**config.mk**
```make
export PLATFORM = sky130hd
export DESIGN_NAME = change_time_debounce
export DESIGN_NICKNAME = d
export VERILOG_FILES = /design/src/rtl/change_time_pkg.sv /design/src/rtl/debounce_channel.sv /design/src/rtl/change_time_debounce.sv
export SDC_FILE = /design/constraint.sdc
export NUM_CORES = 1
export LEC_CHECK = 0
export BUFFER_PORTS_ARGS = -buffer_cell sky130_fd_sc_hd__buf_2
export CAP_MARGIN = 5
export CELL_PAD_IN_SITES_DETAIL_PLACEMENT = 1
export CELL_PAD_IN_SITES_GLOBAL_PLACEMENT = 1
export CORE_UTILIZATION = 50
export CTS_CLUSTER_SIZE = 10
export DETAILED_ROUTE_END_ITERATION = 12
export PLACE_DENSITY = 0.75
export SLEW_MARGIN = 10
export SYNTH_ARGS = -nofsm -noshare
export SYNTH_HDL_FRONTEND = slang
export SYNTH_HIERARCHICAL = 1
export SYNTH_SLANG_ARGS = --single-unit
```
**constraint.sdc**
```tcl
create_clock -name clk -period 2.6 [get_ports clk]
set_input_delay 0 -clock clk [delete_from_list [all_inputs] [get_ports clk]]
set_output_delay 0 -clock clk [all_outputs]
set_load 0.01 [all_outputs]
```
**src/rtl/change_time_pkg.sv**
```systemverilog
// Shared types and default timing for the change_time push-button conditioner.
package change_time_pkg;

  typedef enum logic [1:0] {
    IDLE  = 2'd0,
    PRESS = 2'd1,
    GAP   = 2'd2,
    HOLD  = 2'd3
  } rpt_state_e;

  localparam int DEF_DEBOUNCE_CYC      = 1_000_000;
  localparam int DEF_REPEAT_DELAY_CYC  = 25_000_000;
  localparam int DEF_REPEAT_PERIOD_CYC = 5_000_000;
  localparam int DEF_REPEAT_GAP_CYC    = 4;

  function automatic int max3(input int a, input int b, input int c);
    int m;
    m = (a > b) ? a : b;
    return (m > c) ? m : c;
  endfunction

endpackage

```
**src/rtl/debounce_channel.sv**
```systemverilog
// One button channel: 2-flop synchronizer, stable-count debouncer and
// auto-repeat FSM producing a clean active-low level with one falling edge per event.
module debounce_channel
  import change_time_pkg::*;
#(
  parameter int DEBOUNCE_CYC      = DEF_DEBOUNCE_CYC,
  parameter int REPEAT_DELAY_CYC  = DEF_REPEAT_DELAY_CYC,
  parameter int REPEAT_PERIOD_CYC = DEF_REPEAT_PERIOD_CYC,
  parameter int REPEAT_GAP_CYC    = DEF_REPEAT_GAP_CYC
) (
  input  logic clk,
  input  logic reset_n,
  input  logic btn_n_raw,
  input  logic repeat_en,
  output logic btn_n_out,
  output logic pressed
);

  localparam int MAXC = max3(DEBOUNCE_CYC, REPEAT_DELAY_CYC, REPEAT_PERIOD_CYC);
  localparam int CW   = (MAXC > 1) ? $clog2(MAXC) : 1;

  localparam logic [CW-1:0] DB_LAST   = CW'(DEBOUNCE_CYC - 1);
  localparam logic [CW-1:0] RD_LAST   = CW'(REPEAT_DELAY_CYC - 1);
  localparam logic [CW-1:0] GAP_LAST  = CW'(REPEAT_GAP_CYC - 1);
  localparam logic [CW-1:0] HOLD_LAST = CW'(REPEAT_PERIOD_CYC - REPEAT_GAP_CYC - 1);

  logic          sync1_q, sync2_q;
  logic          stable_q, stable_d;
  logic [CW-1:0] cnt_q, cnt_d;
  logic          pressed_q, pressed_d;
  rpt_state_e    state_q, state_d;
  logic [CW-1:0] rcnt_q, rcnt_d;
  logic          out_q, out_d;

  // Debouncer: any sample matching the current stable level restarts the count.
  always_comb begin
    stable_d = stable_q;
    cnt_d    = '0;
    if (sync2_q != stable_q) begin
      if (cnt_q == DB_LAST) stable_d = sync2_q;
      else                  cnt_d    = cnt_q + 1'b1;
    end
  end

  assign pressed_d = ~stable_q;

  // Repeat FSM: release always wins; every transition clears rcnt.
  always_comb begin
    state_d = state_q;
    rcnt_d  = rcnt_q;
    if (stable_q) begin
      state_d = IDLE;
      rcnt_d  = '0;
    end else begin
      case (state_q)
        IDLE: begin
          state_d = PRESS;
          rcnt_d  = '0;
        end
        PRESS: begin
          if (rcnt_q == RD_LAST) begin
            if (repeat_en) begin
              state_d = GAP;
              rcnt_d  = '0;
            end
          end else begin
            rcnt_d = rcnt_q + 1'b1;
          end
        end
        GAP: begin
          if (rcnt_q == GAP_LAST) begin
            state_d = repeat_en ? HOLD : PRESS;
            rcnt_d  = '0;
          end else begin
            rcnt_d = rcnt_q + 1'b1;
          end
        end
        HOLD: begin
          if (!repeat_en) begin
            state_d = PRESS;
            rcnt_d  = '0;
          end else if (rcnt_q == HOLD_LAST) begin
            state_d = GAP;
            rcnt_d  = '0;
          end else begin
            rcnt_d = rcnt_q + 1'b1;
          end
        end
        default: begin
          state_d = IDLE;
          rcnt_d  = '0;
        end
      endcase
    end
  end

  assign out_d = (state_d == IDLE) || (state_d == GAP);

  always_ff @(posedge clk or negedge reset_n) begin
    if (!reset_n) begin
      sync1_q   <= 1'b1;
      sync2_q   <= 1'b1;
      stable_q  <= 1'b1;
      cnt_q     <= '0;
      pressed_q <= 1'b0;
      state_q   <= IDLE;
      rcnt_q    <= '0;
      out_q     <= 1'b1;
    end else begin
      sync1_q   <= btn_n_raw;
      sync2_q   <= sync1_q;
      stable_q  <= stable_d;
      cnt_q     <= cnt_d;
      pressed_q <= pressed_d;
      state_q   <= state_d;
      rcnt_q    <= rcnt_d;
      out_q     <= out_d;
    end
  end

  assign btn_n_out = out_q;
  assign pressed   = pressed_q;

endmodule

```
**src/rtl/change_time_debounce.sv**
```systemverilog
// Conditions N raw active-low time-set buttons into clean levels for the
// change_time PIO; channels are independent copies of debounce_channel.
module change_time_debounce
  import change_time_pkg::*;
#(
  parameter int N                 = 2,
  parameter int DEBOUNCE_CYC      = DEF_DEBOUNCE_CYC,
  parameter int REPEAT_DELAY_CYC  = DEF_REPEAT_DELAY_CYC,
  parameter int REPEAT_PERIOD_CYC = DEF_REPEAT_PERIOD_CYC,
  parameter int REPEAT_GAP_CYC    = DEF_REPEAT_GAP_CYC
) (
  input  logic         clk,
  input  logic         reset_n,
  input  logic [N-1:0] btn_n_raw,
  input  logic [N-1:0] repeat_en,
  output logic [N-1:0] btn_n_out,
  output logic [N-1:0] pressed
);

  // A gap shorter than 2 cycles would be missed by the PIO's two-stage sampler.
  if (REPEAT_GAP_CYC < 2 || REPEAT_GAP_CYC >= REPEAT_PERIOD_CYC) begin : g_param_err
    $error("change_time_debounce: REPEAT_GAP_CYC must be in [2, REPEAT_PERIOD_CYC-1]");
  end

  for (genvar i = 0; i < N; i++) begin : g_ch
    debounce_channel #(
      .DEBOUNCE_CYC      (DEBOUNCE_CYC),
      .REPEAT_DELAY_CYC  (REPEAT_DELAY_CYC),
      .REPEAT_PERIOD_CYC (REPEAT_PERIOD_CYC),
      .REPEAT_GAP_CYC    (REPEAT_GAP_CYC)
    ) u_ch (
      .clk       (clk),
      .reset_n   (reset_n),
      .btn_n_raw (btn_n_raw[i]),
      .repeat_en (repeat_en[i]),
      .btn_n_out (btn_n_out[i]),
      .pressed   (pressed[i])
    );
  end

endmodule

```
==> flow_summary.yaml <==
min_path:
  hold_path.class: "in2async"
timing:
  slew_viol_final: 0
  period_share: 0.9526
  finalSetupTns_ns: 0
  fin_crit_ns: 2.477
  slew_headroom: 0.4648
  hold_violations: 0
  rsz0062_at_grt: "no"
  skew_ns: 0.009369
  worst-slew-pin-transition_ns: 0.8028
  setup_viol: 0
  clock.fmax_mhz: 403.7
synthesis:
  yosysSeqAreaShare: 0.4781
  syn_inst: 596
  synth_nets: 606
  avgSynthCellArea_um2: 10.05
  netlist_area_mm2: 0.005988
  ys.flop_type: "dfrtp_1"
  ys_types: 59
  synth_seq_cells: 114
  synthArstFlopShare: 1.000
  yosys_warnings: 6
  synth_edf_count: 0
cells_and_area:
  fin_cells: 780
  antenna_cells: 0
  fin_util: 0.5910
  drive_gt1_frac: 0.1727
  final_cell_mix: "106 x dfrtp_1, 83 x nor2_1, 53 x xor2_1"
  final_nets: 634
  final_common_cell: "dfrtp_1"
  areaGrowthSynthToFinish_pct: 14.15
clock_network:
  cts.sinks: 114
  cts_made_buffers: 17
  cts_root_buf: "clkbuf_16"
  cts_tree: "built"
  ctsLongestPathBuffers: 2
  clock_latency_ns: 0.42
  cts_max_level: 4
  clkTransAtPathRegs_ns: 0.06
  postCtsSetupBuffers: 0
worst_setup_path:
  cp.arrival_ns: 2.74
  path_class: "reg2reg"
  end_kind: "flop"
  startpoint_type: "flop"
  worstPathMaxFanout: 21
  cp.required_ns: 2.86
route:
  vias: 4484
  ant_nets: 0
  viasPerCell: 5.749
  routedWlPerCell_um: 17.84
  wl_mm: 13.92
  drc: 1
  drt_pre_antenna_iters: 9
  drt_iter0_drc: 277
power:
  p_leak_nw: 2.894
  ir_drop_uv: 470.1
  power_density_mw_per_mm2: 602.7
global_route:
  grt_max_degree: 59
  busiest_layer: "met2"
  grt_pass1_wl_mm: 24.66
  gr-usage-met1: 0.3283
  antenna_found_initial: 0
  grt_pass1_vias: 4895
  use_met2: 0.4129
  grt_remaining_overflow: 0
  grt_usage: 0.2510
  grtUsageMet3: 0.05661
die:
  io_pins: 10
  start_util: 0.5178
  rows: 39
  core_mm2: 0.01156
  die_h_um: 111.4
  dieWidth_um: 111.4
  dieArea_mm2: 0.01242
outcome:
  outcome: "finished, violations left"
  violations: "design-rule violations"
place:
  portBuffers: 9
  place_hpwl_mm: 9.310
  placedCellCount: 743
  place.gp.congestion: 0.8160
job:
  max-cap-violations: 0
-- logic make-up (layout without fill, tap and decap cells) --
group	count (synthesis)	after routing	share of synthesized area
mux	1	1	0.001672
buf+inv	37	78	0.03469
compound gates	38	38	0.05266
flops	114	114	0.4781
fa+ha+maj	4	4	0.008358
xor+xnor	91	91	0.1331
simple gates	311	311	0.2915
-- registers in the layout, summed over array words and instances (netlist names) --
| signal | flops |
|---|---|
| g_ch.u_ch/btn_n_out | 2 |
| g_ch.u_ch/rcnt_q | 50 |
| g_ch.u_ch/stable_q | 2 |
| g_ch.u_ch/pressed | 2 |
| g_ch.u_ch/sync2_q | 2 |
| g_ch.u_ch/cnt_q | 50 |
| g_ch.u_ch/sync1_q | 2 |
| g_ch.u_ch/state_q | 4 |
-- what timing repair did --
item	CTS	global route
hold buffers	5	0
hold endpoints to repair	60	0
setup endpoints to repair	0	39
resized for setup	0	4
-- power breakdown --
group          switching (W)  internal, W   total, W
Combinational      0.0000647    0.0000245  0.0000892
Clock               0.000775      0.00145    0.00223
Sequential         0.0000118      0.00179    0.00180
Total               0.000851      0.00327    0.00412
-- cell usage after synthesis, drive strengths merged (4+ instances only) --
| cell | count | area share |
|---|---|---|
| dfrtp | 106 | 0.44 |
| nor2 | 93 | 0.062 |
| xor2 | 53 | 0.078 |
| nand3 | 42 | 0.037 |
| nor3 | 42 | 0.051 |
| nand2 | 39 | 0.024 |
| xnor2 | 38 | 0.056 |
| nand4 | 30 | 0.031 |
| inv | 19 | 0.012 |
| nor4 | 15 | 0.019 |
| and4 | 13 | 0.019 |
| o21ai | 12 | 0.011 |
| and3 | 10 | 0.010 |
| clkbuf | 10 | 0.0063 |
| dfstp | 8 | 0.035 |
| or4 | 8 | 0.011 |
| buf | 6 | 0.014 |
| a21oi | 5 | 0.0042 |
| ha | 4 | 0.0084 |
| nor4b | 4 | 0.0058 |
| or2 | 4 | 0.0042 |
-- area by class of cell --
| cell class | instances | area (µm²) |
|---|---|---|
| clock buffers | 26 | 479.2 |
| clock inverters | 6 | 82.58 |
| fillers | 1286 | 4730 |
| inverters | 19 | 71.32 |
| multi-input cells | 445 | 2940 |
| flip-flops and latches | 114 | 2863 |
| well taps | 143 | 178.9 |
| repair buffers | 27 | 220.2 |
-- critical path, stage by stage, from the launching register on --
cell and delay [ns]:
dfrtp_1 0.41, ha_2 0.26, or4b_1 0.54, nor4_4 0.37
a21boi_1 0.18, o31ai_4 0.24, buf_12 0.23, a211oi_1 0.07
-- final timing paths --
| check | endpoint | slack (ns) | cells past startpoint | start |
|---|---|---|---|---|
| setup / recovery | g_ch[0].u_ch/rcnt_q[2] | 0.12 | 7 | g_ch[0].u_ch/rcnt_q[0] |
| hold reg to reg | g_ch[1].u_ch/sync2_q | 0.36 | 0 | g_ch[1].u_ch/sync1_q |
| max in group asynchronous | g_ch[0].u_ch/sync2_q | 1.57 | 3 | reset_n |
| setup reg to reg | g_ch[0].u_ch/rcnt_q[2] | 0.12 | 7 | g_ch[0].u_ch/rcnt_q[0] |
| hold / removal | g_ch[1].u_ch/rcnt_q[15] | 0.22 | 2 | reset_n |
| min in group clk | g_ch[0].u_ch/sync1_q | 0.23 | 2 | btn_n_raw[0] |
-- stage by stage --
step | instance area [µm²] | total power (W) | hold slack (ns) | setup slack (ns)
floorplan | 5988 | 0.001862 | -0.2956 | 0.3324
CTS | 6813 | 0.004168 | 0.2104 | 0.007689
finish | 6835 | 0.004119 | 0.2172 | 0.1232
detailed placement | 6201 | 0.001918 | 0.1068 | 0.02170
global placement | 6201 | 0.001913 | 0.1072 | 0.2186
global route | 6835 | 0.004248 | 0.2182 | 0.01256
-- routing by layer --
metal,share of wire,vias up
met5,0,-
met4,0.016,0
met3,0.024,20
met2,0.50,42
met1,0.46,2263
li1,-,2159
No activity file was read; power rests on OpenSTA's default activity.
